### config.mk
export PLATFORM = sky130hd
export DESIGN_NAME = cafeteira_sequenciador_flat
export DESIGN_NICKNAME = d
export VERILOG_FILES = /design/src/rtl/cafeteira_sequenciador_pkg.sv /design/src/rtl/cafeteira_sequenciador_if.sv /design/src/rtl/cafeteira_sequenciador_temporizador.sv /design/src/rtl/cafeteira_sequenciador.sv /design/src/flat_wrapper.sv
export SDC_FILE = /design/constraint.sdc
export NUM_CORES = 1
export LEC_CHECK = 0
export CAP_MARGIN = 20
export CORE_MARGIN = 5
export CORE_UTILIZATION = 40
export CTS_BUF_LIST = sky130_fd_sc_hd__clkbuf_4
export CTS_CLUSTER_SIZE = 10
export DETAILED_ROUTE_END_ITERATION = 16
export HOLD_SLACK_MARGIN = 0.05
export SYNTH_ARGS = -nofsm -noshare
export SYNTH_HDL_FRONTEND = slang
export SYNTH_SLANG_ARGS = --single-unit
### constraint.sdc
create_clock -name clock -period 4.6 [get_ports clock]
set_clock_uncertainty 0.2 [all_clocks]
set_input_delay 0.69 -clock clock [delete_from_list [all_inputs] [get_ports clock]]
set_output_delay 0.69 -clock clock [all_outputs]
set_load 0.01 [all_outputs]
### src/rtl/cafeteira_sequenciador_pkg.sv
// Shared types for the brew sequencer: FSM state encoding, error causes and a
// constant helper used to size the shared timer.
package cafeteira_sequenciador_pkg;

    typedef enum logic [3:0] {
        ST_INICIAL       = 4'd0,
        ST_PREPARA       = 4'd1,
        ST_ESPERA_MODO   = 4'd2,
        ST_MEDE_AGUA     = 4'd3,
        ST_ESPERA_AGUA   = 4'd4,
        ST_MEDE_XICARA   = 4'd5,
        ST_ESPERA_XICARA = 4'd6,
        ST_PROX_ETAPA    = 4'd7,
        ST_EXEC_ETAPA    = 4'd8,
        ST_ERRO          = 4'd9,
        ST_FIM           = 4'd10
    } estado_t;

    typedef enum logic [2:0] {
        ERR_NENHUM         = 3'd0,
        ERR_SEM_AGUA       = 3'd1,
        ERR_SEM_XICARA     = 3'd2,
        ERR_TIMEOUT_AGUA   = 3'd3,
        ERR_TIMEOUT_XICARA = 3'd4,
        ERR_TIMEOUT_ETAPA  = 3'd5,
        ERR_CANCELADO      = 3'd6,
        ERR_RECEITA_VAZIA  = 3'd7
    } erro_t;

    function automatic int max_int(input int a, input int b);
        return (a > b) ? a : b;
    endfunction

endpackage

### src/rtl/cafeteira_sequenciador_if.sv
// Control/status bundle between the recipe front end, the sensors, the
// actuator drivers and the brew sequencer.
interface cafeteira_sequenciador_if #(
    parameter int NUM_ETAPAS = 3
);
    logic                  preparar;
    logic                  cancelar;
    logic                  pronto_serial;
    logic [NUM_ETAPAS-1:0] mascara_etapas;
    logic                  pronto_sensor_agua;
    logic                  suficiente;
    logic                  pronto_sensor_xicara;
    logic                  tem_xicara;
    logic [NUM_ETAPAS-1:0] fim_etapa;
    logic                  zera_sensores;
    logic                  medir_agua;
    logic                  verifica_xicara;
    logic [NUM_ETAPAS-1:0] liga_etapa;
    logic [2:0]            etapa_atual;
    logic                  ocupado;
    logic                  concluido;
    logic                  erro;
    logic [2:0]            erro_codigo;
    logic [3:0]            db_estado;

    modport master (
        output preparar, cancelar, pronto_serial, mascara_etapas,
               pronto_sensor_agua, suficiente, pronto_sensor_xicara, tem_xicara, fim_etapa,
        input  zera_sensores, medir_agua, verifica_xicara, liga_etapa, etapa_atual,
               ocupado, concluido, erro, erro_codigo, db_estado
    );

    modport slave (
        input  preparar, cancelar, pronto_serial, mascara_etapas,
               pronto_sensor_agua, suficiente, pronto_sensor_xicara, tem_xicara, fim_etapa,
        output zera_sensores, medir_agua, verifica_xicara, liga_etapa, etapa_atual,
               ocupado, concluido, erro, erro_codigo, db_estado
    );
endinterface

### src/rtl/cafeteira_sequenciador_temporizador.sv
// Saturating cycle counter shared by all wait states; fim_o flags the last
// cycle (count == limit-1) of a wait that started from a clear.
module cafeteira_sequenciador_temporizador #(
    parameter int W = 8
) (
    input  logic         clock,
    input  logic         reset,
    input  logic         limpa_i,
    input  logic         habilita_i,
    input  logic [W-1:0] limite_i,
    output logic         fim_o
);
    localparam logic [W-1:0] UM       = W'(1);
    localparam logic [W-1:0] SATURADO = '1;

    logic [W-1:0] conta_q, conta_d;

    always_comb begin
        conta_d = conta_q;
        if (limpa_i) begin
            conta_d = '0;
        end else if (habilita_i && (conta_q != SATURADO)) begin
            conta_d = conta_q + UM;
        end
    end

    always_ff @(posedge clock) begin
        if (reset) begin
            conta_q <= '0;
        end else begin
            conta_q <= conta_d;
        end
    end

    assign fim_o = habilita_i && (conta_q == (limite_i - UM));

endmodule

### src/rtl/cafeteira_sequenciador.sv
// Brew sequencer: checks water and cup with bounded retries, then runs the
// recipe-enabled actuator stages in index order; Moore outputs from state.
module cafeteira_sequenciador
    import cafeteira_sequenciador_pkg::*;
#(
    parameter int NUM_ETAPAS     = 3,
    parameter int TIMEOUT_SENSOR = 50000,
    parameter int TIMEOUT_ETAPA  = 1000000,
    parameter int MAX_TENTATIVAS = 3
) (
    input  logic                   clock,
    input  logic                   reset,
    cafeteira_sequenciador_if.slave bus
);
    localparam int TW = $clog2(max_int(TIMEOUT_SENSOR, TIMEOUT_ETAPA) + 1);
    localparam int RW = $clog2(MAX_TENTATIVAS + 1);
    localparam logic [RW-1:0] TRY_UM   = RW'(1);
    localparam logic [3:0]    IDX_FIM  = 4'(NUM_ETAPAS);

    estado_t               state_q;
    erro_t                 erro_q;
    logic [3:0]            idx_q;
    logic [RW-1:0]         tries_q;
    logic [NUM_ETAPAS-1:0] mask_q;

    logic          timer_fim, timer_limpa, timer_habilita, cancelavel, ultima_tentativa;
    logic [TW-1:0] timer_limite;
    logic [15:0]   mascara_ext, fim_ext;

    // idx reaches NUM_ETAPAS, so index through zero-extended copies.
    assign mascara_ext      = 16'(mask_q);
    assign fim_ext          = 16'(bus.fim_etapa);
    assign cancelavel       = (state_q >= ST_PREPARA) && (state_q <= ST_EXEC_ETAPA);
    assign ultima_tentativa = (int'(tries_q) + 1) == MAX_TENTATIVAS;

    assign timer_limpa    = (state_q == ST_PREPARA) || (state_q == ST_MEDE_AGUA) ||
                            (state_q == ST_MEDE_XICARA) || (state_q == ST_PROX_ETAPA);
    assign timer_habilita = (state_q == ST_ESPERA_AGUA) || (state_q == ST_ESPERA_XICARA) ||
                            (state_q == ST_EXEC_ETAPA);
    assign timer_limite   = (state_q == ST_EXEC_ETAPA) ? TW'(TIMEOUT_ETAPA) : TW'(TIMEOUT_SENSOR);

    cafeteira_sequenciador_temporizador #(.W(TW)) u_temporizador (
        .clock      (clock),
        .reset      (reset),
        .limpa_i    (timer_limpa),
        .habilita_i (timer_habilita),
        .limite_i   (timer_limite),
        .fim_o      (timer_fim)
    );

    always_ff @(posedge clock) begin
        if (reset) begin
            state_q <= ST_INICIAL;
            erro_q  <= ERR_NENHUM;
            idx_q   <= '0;
            tries_q <= '0;
            mask_q  <= '0;
        end else if (bus.cancelar && cancelavel) begin
            state_q <= ST_ERRO;
            erro_q  <= ERR_CANCELADO;
        end else begin
            case (state_q)
                ST_INICIAL: if (bus.preparar) state_q <= ST_PREPARA;
                ST_PREPARA: begin
                    idx_q   <= '0;
                    tries_q <= '0;
                    erro_q  <= ERR_NENHUM;
                    state_q <= ST_ESPERA_MODO;
                end
                ST_ESPERA_MODO: if (bus.pronto_serial) begin
                    mask_q <= bus.mascara_etapas;
                    if (bus.mascara_etapas == '0) begin
                        state_q <= ST_ERRO;
                        erro_q  <= ERR_RECEITA_VAZIA;
                    end else begin
                        state_q <= ST_MEDE_AGUA;
                    end
                end
                ST_MEDE_AGUA: state_q <= ST_ESPERA_AGUA;
                ST_ESPERA_AGUA: begin
                    if (bus.pronto_sensor_agua) begin
                        if (bus.suficiente) begin
                            state_q <= ST_MEDE_XICARA;
                            tries_q <= '0;
                        end else begin
                            state_q <= ST_ERRO;
                            erro_q  <= ERR_SEM_AGUA;
                        end
                    end else if (timer_fim) begin
                        tries_q <= tries_q + TRY_UM;
                        if (ultima_tentativa) begin
                            state_q <= ST_ERRO;
                            erro_q  <= ERR_TIMEOUT_AGUA;
                        end else begin
                            state_q <= ST_MEDE_AGUA;
                        end
                    end
                end
                ST_MEDE_XICARA: state_q <= ST_ESPERA_XICARA;
                ST_ESPERA_XICARA: begin
                    if (bus.pronto_sensor_xicara) begin
                        if (bus.tem_xicara) begin
                            state_q <= ST_PROX_ETAPA;
                            tries_q <= '0;
                        end else begin
                            state_q <= ST_ERRO;
                            erro_q  <= ERR_SEM_XICARA;
                        end
                    end else if (timer_fim) begin
                        tries_q <= tries_q + TRY_UM;
                        if (ultima_tentativa) begin
                            state_q <= ST_ERRO;
                            erro_q  <= ERR_TIMEOUT_XICARA;
                        end else begin
                            state_q <= ST_MEDE_XICARA;
                        end
                    end
                end
                ST_PROX_ETAPA: begin
                    if (idx_q == IDX_FIM) begin
                        state_q <= ST_FIM;
                    end else if (mascara_ext[idx_q]) begin
                        state_q <= ST_EXEC_ETAPA;
                    end else begin
                        idx_q <= idx_q + 4'd1;
                    end
                end
                ST_EXEC_ETAPA: begin
                    if (fim_ext[idx_q]) begin
                        idx_q   <= idx_q + 4'd1;
                        state_q <= ST_PROX_ETAPA;
                    end else if (timer_fim) begin
                        state_q <= ST_ERRO;
                        erro_q  <= ERR_TIMEOUT_ETAPA;
                    end
                end
                ST_ERRO: state_q <= ST_INICIAL;
                ST_FIM:  state_q <= ST_INICIAL;
                default: state_q <= ST_INICIAL;
            endcase
        end
    end

    for (genvar gi = 0; gi < NUM_ETAPAS; gi++) begin : g_liga
        assign bus.liga_etapa[gi] = (state_q == ST_EXEC_ETAPA) && (idx_q == 4'(gi));
    end

    assign bus.zera_sensores   = (state_q == ST_PREPARA);
    assign bus.medir_agua      = (state_q == ST_MEDE_AGUA);
    assign bus.verifica_xicara = (state_q == ST_MEDE_XICARA);
    assign bus.ocupado         = (state_q != ST_INICIAL);
    assign bus.concluido       = (state_q == ST_FIM);
    assign bus.erro            = (state_q == ST_ERRO);
    assign bus.erro_codigo     = erro_q;
    assign bus.etapa_atual     = idx_q[2:0];
    assign bus.db_estado       = state_q;

endmodule

### src/flat_wrapper.sv
// flat-port wrapper written by rule: the top's interface ports become plain ports
module cafeteira_sequenciador_flat import cafeteira_sequenciador_pkg::*;
#(
    parameter int NUM_ETAPAS     = 3,
    parameter int TIMEOUT_SENSOR = 50000,
    parameter int TIMEOUT_ETAPA  = 1000000,
    parameter int MAX_TENTATIVAS = 3
)
  (clock, reset, bus_preparar, bus_cancelar, bus_pronto_serial, bus_mascara_etapas, bus_pronto_sensor_agua, bus_suficiente, bus_pronto_sensor_xicara, bus_tem_xicara, bus_fim_etapa, bus_zera_sensores, bus_medir_agua, bus_verifica_xicara, bus_liga_etapa, bus_etapa_atual, bus_ocupado, bus_concluido, bus_erro, bus_erro_codigo, bus_db_estado);
  cafeteira_sequenciador_if #(.NUM_ETAPAS(NUM_ETAPAS)) bus_i ();
  input  logic clock;
  input  logic reset;
  input wire logic [$bits(bus_i.preparar)-1:0] bus_preparar;
  input wire logic [$bits(bus_i.cancelar)-1:0] bus_cancelar;
  input wire logic [$bits(bus_i.pronto_serial)-1:0] bus_pronto_serial;
  input wire logic [$bits(bus_i.mascara_etapas)-1:0] bus_mascara_etapas;
  input wire logic [$bits(bus_i.pronto_sensor_agua)-1:0] bus_pronto_sensor_agua;
  input wire logic [$bits(bus_i.suficiente)-1:0] bus_suficiente;
  input wire logic [$bits(bus_i.pronto_sensor_xicara)-1:0] bus_pronto_sensor_xicara;
  input wire logic [$bits(bus_i.tem_xicara)-1:0] bus_tem_xicara;
  input wire logic [$bits(bus_i.fim_etapa)-1:0] bus_fim_etapa;
  output wire logic [$bits(bus_i.zera_sensores)-1:0] bus_zera_sensores;
  output wire logic [$bits(bus_i.medir_agua)-1:0] bus_medir_agua;
  output wire logic [$bits(bus_i.verifica_xicara)-1:0] bus_verifica_xicara;
  output wire logic [$bits(bus_i.liga_etapa)-1:0] bus_liga_etapa;
  output wire logic [$bits(bus_i.etapa_atual)-1:0] bus_etapa_atual;
  output wire logic [$bits(bus_i.ocupado)-1:0] bus_ocupado;
  output wire logic [$bits(bus_i.concluido)-1:0] bus_concluido;
  output wire logic [$bits(bus_i.erro)-1:0] bus_erro;
  output wire logic [$bits(bus_i.erro_codigo)-1:0] bus_erro_codigo;
  output wire logic [$bits(bus_i.db_estado)-1:0] bus_db_estado;
  assign bus_i.preparar = bus_preparar;
  assign bus_i.cancelar = bus_cancelar;
  assign bus_i.pronto_serial = bus_pronto_serial;
  assign bus_i.mascara_etapas = bus_mascara_etapas;
  assign bus_i.pronto_sensor_agua = bus_pronto_sensor_agua;
  assign bus_i.suficiente = bus_suficiente;
  assign bus_i.pronto_sensor_xicara = bus_pronto_sensor_xicara;
  assign bus_i.tem_xicara = bus_tem_xicara;
  assign bus_i.fim_etapa = bus_fim_etapa;
  assign bus_zera_sensores = bus_i.zera_sensores;
  assign bus_medir_agua = bus_i.medir_agua;
  assign bus_verifica_xicara = bus_i.verifica_xicara;
  assign bus_liga_etapa = bus_i.liga_etapa;
  assign bus_etapa_atual = bus_i.etapa_atual;
  assign bus_ocupado = bus_i.ocupado;
  assign bus_concluido = bus_i.concluido;
  assign bus_erro = bus_i.erro;
  assign bus_erro_codigo = bus_i.erro_codigo;
  assign bus_db_estado = bus_i.db_estado;
  cafeteira_sequenciador #(.NUM_ETAPAS(NUM_ETAPAS), .TIMEOUT_SENSOR(TIMEOUT_SENSOR), .TIMEOUT_ETAPA(TIMEOUT_ETAPA), .MAX_TENTATIVAS(MAX_TENTATIVAS)) u_core (.clock(clock), .reset(reset), .bus(bus_i));
endmodule
-- Word-level counts from Yosys, hierarchy flattened
Cells that the tools add are included.
- shift-type cells: 0
- reductions and logical operators: 29
- mux-type cells: 46
- equal/unequal tests: 47
- div/mod/pow operators: 0
- add/subtract/negate cells: 5
- order comparisons: 3
- multiply operators: 0
- bitwise gates (word level): 1
- operators with widths (kind ; count):
    $mux W4 ; 19
    $mux W3 ; 13
    $pmux W4 S9 ; 1
    $eq A32 B3 Y1 const B ; 1
    $ne A3 B2 Y1 const B ; 8
    $reduce_and A11 Y1 ; 2
    $add A20 B1 Y20 const B ; 1
    $eq A20 B20 Y1 ; 1
    $mux W20 ; 1
    $ne A20 B20 Y1 const B ; 1
    $ne A4 B3 Y1 const B ; 5
    $sub A20 B1 Y20 const B ; 1
    $ne A3 B3 Y1 const B ; 6
    $eq A4 B2 Y1 const B ; 4
    $eq A4 B3 Y1 const B ; 4
    $pmux W3 S5 ; 1
    $eq A4 B4 Y1 const B ; 3
    $ne A2 B2 Y1 const B ; 6
    $ne A4 B4 Y1 const B ; 3
    $pmux W4 S3 ; 1
    $reduce_and A6 Y1 ; 2
    $mux W2 ; 5
    $bmux W1 S4 ; 2
    $eq A4 B1 Y1 const B ; 2
    23 further kinds ; 38
- bits of input ports: 15
- memories: 0
- word-level logic and storage cells: 139
- bits in latches: 0
- RAM bits: 0
- output and inout port bits: 19
- register bits: 36
- memory bits (read-only): 0

-- Longest topological paths before layout
Gate-level depths: netlist of the first run.
- depth after elaboration: 9
- depth in mapped cells: 9
- gate-level depth less buffers: 8

-- Hierarchy
Synthesis of the first run repeated with hierarchy kept, for this count alone.
- cells, all modules: 387
- area total of the unflattened synthesis: 2965.3 um^2
- modules (own cells, without submodules) (module ; area an instance (um^2) ; instances ; seq. area each (um^2) ; cells an instance):
    cafeteira_sequenciador_temporizador ; 1596.5 ; 1 ; 400.4 ; 203
    cafeteira_sequenciador ; 1368.8 ; 1 ; 320.3 ; 184

-- Worst setup path after synthesis of the first run
No wires, ideal clock.
- kind: register to register
- start point: reg u_core.state_q[1], in the netlist u_core.bus.db_estado[1]
- end point: reg u_core.tries_q[0]
- buffers on the path: 2
- library setup time: 0.063 ns
- period minus slack after synthesis: 2.528 ns
- arrival: 2.265 ns
- setup slack: 2.072 ns
- cell stages (with the launch flop): 9
- cell sequence: dfxtp_1 > buf_6 > or4b_1 > buf_6 > a2111oi_4 > o21ai_2 > or3_1 > mux2_4 > nor2_2
- longest elaborated chain between the ends: 8
- elaborated cells on any way between the ends: 23
- those cells by class: add/sub (1); order compare (2); eq/ne (7); mux (5); bitwise (1); reduce/logical (7)
- RTL lines (element ; RTL line ; RTL):
    start: declaration ; cafeteira_sequenciador.sv:20 ; estado_t state_q;
    start signal: assignment ; cafeteira_sequenciador.sv:53 ; state_q <= ST_INICIAL;
    start signal: assignment ; cafeteira_sequenciador.sv:59 ; state_q <= ST_ERRO;
    start signal: assignment ; cafeteira_sequenciador.sv:63 ; ST_INICIAL: if (bus.preparar) state_q <= ST_PREPARA;
    $eq A4 B4 Y1 ; cafeteira_sequenciador.sv:39, cafeteira_sequenciador.sv:40 ;
    $mux W20 ; cafeteira_sequenciador.sv:40 ; assign timer_limite = (state_q == ST_EXEC_ETAPA) ? TW'(TIMEOUT_ETAPA) : TW'(TIMEOUT_SENSOR);
    $sub A20 B1 Y20 ; cafeteira_sequenciador_temporizador.sv:35 ; assign fim_o = habilita_i && (conta_q == (limite_i - UM));
    $eq A20 B20 Y1 ; cafeteira_sequenciador_temporizador.sv:35 ;
    $logic_and A1 B1 Y1 ; cafeteira_sequenciador_temporizador.sv:35 ;
    $mux W2 ; n/a ;
    $mux W2 (on tied branches) ; n/a ;
    $pmux W2 S3 ; cafeteira_sequenciador.sv:62 ; case (state_q)
    end signal: assignment ; cafeteira_sequenciador.sv:90 ; tries_q <= tries_q + TRY_UM;
    end signal: assignment ; cafeteira_sequenciador.sv:110 ; tries_q <= tries_q + TRY_UM;
    end: declaration ; cafeteira_sequenciador.sv:23 ; logic [RW-1:0] tries_q;
Parallel ways exist; a longest one is shown, timed or not.
A chain may end at the register's enable or synchronous reset.

-- Final worst setup path of the first run
- start point: reg u_core.state_q[1], in the netlist u_core.bus.db_estado[1]
- end point: out bus_liga_etapa[1]
- longest elaborated chain between the ends: 2
- RTL lines (element ; RTL line ; RTL):
    $eq A4 B4 Y1 ; cafeteira_sequenciador.sv:145 ; assign bus.liga_etapa[gi] = (state_q == ST_EXEC_ETAPA) && (idx_q == 4'(gi));
    $logic_and A1 B1 Y1 ; cafeteira_sequenciador.sv:145 ;
    end: declaration ; flat_wrapper.sv:25 ; output wire logic [$bits(bus_i.liga_etapa)-1:0] bus_liga_etapa;
Every way passes these cells.

==> results.toml, run 1 <==
[sta]
hold_viol_final = 0
worstMarginPinSlew_ns = 1.051
whs_ns = 0.2743
period_share = 0.7075
maxSlewHeadroom = 0.2917
setup-tns-final_ns = 0
rsz0062_at_grt = "no"
setup_viol_count_final = 0
max_freq_mhz = 307.3
period_needed_ns = 3.254
slew_viol_final = 0

[synth]
yosysMostFrequentCell = "nor2_1"
synth_edf_count = 0
synthTopCellsByCount = "44 x nor2_1, 36 x dfxtp_1, 23 x nand2_1, 18 x nand3_1"
synth_area_leaders = "dfxtp_1 30%, nor2_1 6.9%, xnor2_1 5.5%"
ys_warn_count = 0
synthCells = 308
synthArstFlopShare = 0
synth.net_count = 329
synth-seq-cells = 36
syn_area_per_cell_um2 = 7.816
synth_cell_type_count = 56
ys_seq_area_frac = 0.2994
synth_top_area_frac = 0.2994
synth_top_area_cell = "dfxtp_1"
syn_area_um2 = 2407
synthFlopType = "dfxtp_1"

[clock_tree]
tritoncts = "built"
cts.sinks = 36
clock_path_buffers = 2
cts-root-buf = "clkbuf_4"
cts.clk_slew.worst_paths_ns = 0.11
cts-buffers-inserted = 5
hold_buffers = 0
htreeDepth = 2
clkLatencyLatePin_ns = 0.34
cts_resized = 0
cts_setup_buffers = 0

[setup_path]
cp-endpoint = "bus_liga_etapa[1]"
endpoint_kind = "output pin"
crit_required_ns = 3.71
crit_path_max_fanout = 28
r2r_cells = 6
r2r-start = "u_core.bus.db_estado[2]"
startpoint_type = "flip-flop"
setup.worst_path.start = "u_core.bus.db_estado[1]"
rrSetupSlack_ns = 1.54
critical_path_class = "reg2out"
crit_arrival_ns = 2.36
rr_endpoint = "u_core.bus.erro_codigo[2]"

[die]
rows = 28
coreArea_um2 = 5886
io-pin-count = 34
start_util = 0.4090
die_h_um = 87.58
die_area_um2 = 7669
fp.dieW_um = 87.58

[routing]
post_drt_via_cell_ratio = 5.516
wl_per_cell_um = 14.39
drt_wl_total_um = 5827
vias = 2234
postRouteAntennaNets = 0
drtIter0Drc = 149
first_pass_iters = 4
drc_errors = 0

[global_routing]
antenna_found_initial = 0
gr-total-overflow = 0
grt_max_degree = 30
grtUsageTotal = 0.1596
grt_pass1_wl_um = 9770
grt_pass1_vias = 2061

[pwr]
peakVddDrop_v = 0.0001931
clockPowerShare = 0.146
combPwrFrac = 0.472
cellPowerDensity_nw_per_um2 = 421.4
power_leakage_nw = 0.9304
p_switching_mw = 0.5102
seq_power_share = 0.382
internal_power_mw = 0.6675
sw_frac_of_total = 0.4332

[cells_and_area]
fin_util = 0.4749
num-nets-final = 350
drive_gt1_frac = 0.05758
fillers = 605
area_growth_pct = 16.11
instances_no_fill = 405
n_antenna_cell = 0

[placed_design]
dp_cells = 397
port_buffers = 33
hpwlAfterDp_um = 4287
finalWeightedCongestion = 0.8843

[min_path]
hold_path.class = "reg2reg"
hold_start = "u_core.bus.erro_codigo[0]"

[run]
max_cap_violations = 0

[outcome]
status = "complete, no violations"
-- cell usage in the layout, fill, tap and decap left out, types with 11 or more instances in the layout --
cell,synthesis,final
nor2_1,44,44
nand3_1,18,18
dfxtp_1,36,36
a21oi_1,15,15
xnor2_1,15,15
o21ai_0,11,11
nand2_1,23,23
inv_1,11,11
clkdlybuf4s50_1,0,33
-- cell families after synthesis --
| family | after synthesis | synth area share |
|---|---|---|
| xor+xnor | 20 | 0.07277 |
| fa+ha+maj | 6 | 0.03118 |
| simple gates | 149 | 0.3290 |
| mux | 12 | 0.05301 |
| compound gates | 55 | 0.1559 |
| flops | 36 | 0.2994 |
| buf+inv | 30 | 0.05873 |
-- per-layer routing --
metal / track usage / wire length, um
met3: 0.03010 / 349
met2: 0.2603 / 2669
met4: 0.06695 / 148
met1: 0.2063 / 2660
met5: 0 / 0
-- stage by stage --
step / worst slack, ns / total power, mW / area [um2]
2_1_floorplan: 2.072 / 0.8242 / 2407
3_5_place_dp: 1.615 / 1.011 / 2739
3_3_place_gp: 1.641 / 1.018 / 2739
6_report: 1.346 / 1.178 / 2795
4_1_cts: 1.322 / 1.190 / 2795
5_1_grt: 1.149 / 1.271 / 2795
-- flip-flops by register name (all words and copies together) (netlist names) --
name / count
u_core.idx_q: 4
u_core.mask_q: 3
u_core.bus.erro_codigo: 3
u_core.u_temporizador.conta_q: 20
u_core.tries_q: 2
u_core.bus.db_estado: 4
-- power by group through the flow --
stage	clock [mW]	combinational, mW	sequential, mW
floorplan	0	0.429	0.395
CTS	0.182	0.558	0.450
detailed placement	0	0.555	0.456
global placement	0	0.561	0.457
global route	0.193	0.613	0.464
finish	0.172	0.556	0.450
-- area by class of cell --
class | count | area [um2] | area share
Sequential cell | 36 | 720.7 | 0.2578
Multi-Input combinational cell | 242 | 1553 | 0.5555
Inverter | 11 | 41.29 | 0.01477
Tap cell | 75 | 93.84 | 0.03357
Timing Repair Buffer | 33 | 330.3 | 0.1182
Clock buffer | 6 | 45.04 | 0.01611
Clock inverter | 2 | 11.26 | 0.004029
-- critical path, stage by stage (launching register included) --
cell	delay, ns
dfxtp_1	0.61
nor4b_4	0.65
and3_1	0.23
clkdlybuf4s50_1	0.53
-- worst min-delay path by stage --
stage | endpoint | slack, ns | cells past startpoint
after global placement | u_core.bus.erro_codigo[2] | 0.26 | 2
after floorplan | u_core.mask_q[0] | 0.26 | 2
after CTS | u_core.bus.erro_codigo[2] | 0.28 | 2
after global routing | u_core.bus.erro_codigo[2] | 0.32 | 2
final | u_core.bus.erro_codigo[0] | 0.27 | 2
after detailed placement | u_core.bus.erro_codigo[2] | 0.27 | 2
No activity file was read; power rests on OpenSTA's default activity.
==> run 2, diff against run 1 <==
clock period = 3 ns   (was 4.6 ns; I/O delays follow)
==> run 2 against run 1 <==
Sequential share of layout area fell by 0.91 points. Combinational power increased by 87%. Non-clock buffer count increased by 10. Clock power rose by 110%. Worst setup slack got worse by 1.1 ns. Via count increased by 1.2%. Global-route usage is 0.21 points higher. Hold slack worse by 0.0016 ns. Critical path depth up 2. Count of clock-buffer cells in the layout is 1 lower. Total power is 68% higher. First-iteration DRC count fell by 16%. Highest routed layer unchanged.
==> results.toml, run 2 (synthesized netlist as in run 1, its figures left out) <==
[setup_path]
worstPathCellList = "buf_4, nor4b_4, buf_4, and3_1, clkdlybuf4s50_1"
crit_arrival_ns = 2.11
critPathMaxStageDelay_ns = 0.53
r2r_cells = 6
crit_path_max_fanout = 27
rr_endpoint = "u_core.bus.erro_codigo[2]"
endpoint_kind = "output pin"
startpoint_type = "flip-flop"
slowest_stage = "clkdlybuf4s50_1"
path_common_cell = "buf_4"
rrSetupSlack_ns = 0.44
crit_required_ns = 2.35
critical_path_class = "reg2out"
r2r-start = "u_core.bus.db_estado[0]"

[global_routing]
grt_pass1_vias = 2081
gr-total-overflow = 0
grt_pass1_wl_um = 9942
grt_max_degree = 28
antenna_found_initial = 0
grtUsageTotal = 0.1616

[pwr]
power_leakage_nw = 0.9934
internal_power_mw = 1.157
cellPowerDensity_nw_per_um2 = 682.1
p_switching_mw = 0.8197
sw_frac_of_total = 0.4147
seq_power_share = 0.289
combPwrFrac = 0.527
clockPowerShare = 0.184
peakVddDrop_v = 0.0003342

[sta]
hold_viol_final = 0
rsz0062_at_grt = "no"
setup-tns-final_ns = 0
maxSlewHeadroom = 0.5795
setup_viol_count_final = 0
fin_ws_ns = 0.2356
worstMarginPinSlew_ns = 0.6308
period_share = 0.9215
whs_ns = 0.2727
slew_viol_final = 0
max_freq_mhz = 361.7
period_needed_ns = 2.764

[outcome]
status = "complete, no violations"

[placed_design]
dp_cells = 407
port_buffers = 33
hpwlAfterDp_um = 4388
dp_slack_ns = 0.4287
finalWeightedCongestion = 0.8374

[die]
fp.dieW_um = 87.58
die_h_um = 87.58
io-pin-count = 34
coreArea_um2 = 5886
start_util = 0.4090
rows = 28
die_area_um2 = 7669

[cells_and_area]
fillers = 596
largest_reg_flops = 20
fin_util = 0.4923
layout_commonest_cell = "nor2_1"
area_growth_pct = 20.37
largest_register = "u_core.u_temporizador.conta_q"
drive_gt1_frac = 0.08824
n_antenna_cell = 0
final_cell_mix = "44 x nor2_1, 36 x dfxtp_1, 33 x clkdlybuf4s50_1, 23 x nand2_1, 18 x nand3_1"
num-nets-final = 360
instances_no_fill = 415

[routing]
postRouteAntennaNets = 0
drtIter0Drc = 125
first_pass_iters = 4
wl_per_cell_um = 14.52
post_drt_via_cell_ratio = 5.446
drt_wl_total_um = 6027
drc_errors = 0
vias = 2260

[clock_tree]
cts.sinks = 36
cts_resized = 0
clkLatencyLatePin_ns = 0.36
htreeDepth = 2
cts.clk_slew.worst_paths_ns = 0.13
cts-root-buf = "clkbuf_4"
hold_buffers = 0
cts-buffers-inserted = 5
cts_setup_buffers = 0
tritoncts = "built"
clock_path_buffers = 2

[min_path]
hold_end = "u_core.bus.erro_codigo[2]"
hold_start = "u_core.bus.erro_codigo[2]"
hold_path.class = "reg2reg"
holdPathStages = 2

[run]
max_cap_violations = 0
==> run 2: power by group through the flow <==
| stage | clock, mW | sequential, mW | combinational (mW) |
|---|---|---|---|
| after CTS | 0.374 | 0.571 | 1.04 |
| after global placement | 0 | 0.582 | 1.04 |
| final | 0.364 | 0.572 | 1.04 |
| after detailed placement | 0 | 0.583 | 1.03 |
| after floorplan | 0 | 0.606 | 0.658 |
| after global routing | 0.390 | 0.579 | 1.13 |
==> run 2: layer usage <==
metal / global-route usage / up-vias / share of wire
met2: 0.2644 / 51 / 0.46
met1: 0.2124 / 1033 / 0.47
met3: 0.02728 / 14 / 0.050
li1: - / 1162 / -
met5: 0 / - / 0
met4: 0.06276 / 0 / 0.022
==> run 2: how the worst max path moves through the flow <==
stage / startpoint / endpoint
final: u_core.bus.db_estado[1] / bus_liga_etapa[0]
after global routing: u_core.bus.db_estado[1] / bus_liga_etapa[1]
after CTS: u_core.bus.db_estado[1] / bus_liga_etapa[0]
after detailed placement: bus_mascara_etapas[0] / u_core.bus.erro_codigo[2]
after global placement: bus_mascara_etapas[0] / u_core.bus.erro_codigo[2]
after floorplan: u_core.bus.db_estado[1] / u_core.tries_q[0]
==> run 2: through the flow <==
step | power [mW] | cell area (um2)
after floorplan | 1.264 | 2407
after global placement | 1.624 | 2814
after detailed placement | 1.616 | 2814
after CTS | 1.984 | 2898
after global routing | 2.104 | 2898
final | 1.976 | 2898
==> run 2: area by class of cell <==
| type | count | area [um2] | area share |
|---|---|---|---|
| clock buffers | 5 | 37.54 | 0.01295 |
| clock inverters | 3 | 46.29 | 0.01598 |
| inverters | 11 | 41.29 | 0.01425 |
| multi-input cells | 242 | 1553 | 0.5358 |
| flip-flops and latches | 36 | 720.7 | 0.2487 |
| well taps | 75 | 93.84 | 0.03238 |
| repair buffers | 43 | 405.4 | 0.1399 |
==> run 2: critical path, delay by kind of cell, from the launching register on <==
kind                   cells  cell delay (ns)
buffers and inverters      3             0.94
DFF                        1             0.33
and+or+nand+nor            2             0.47
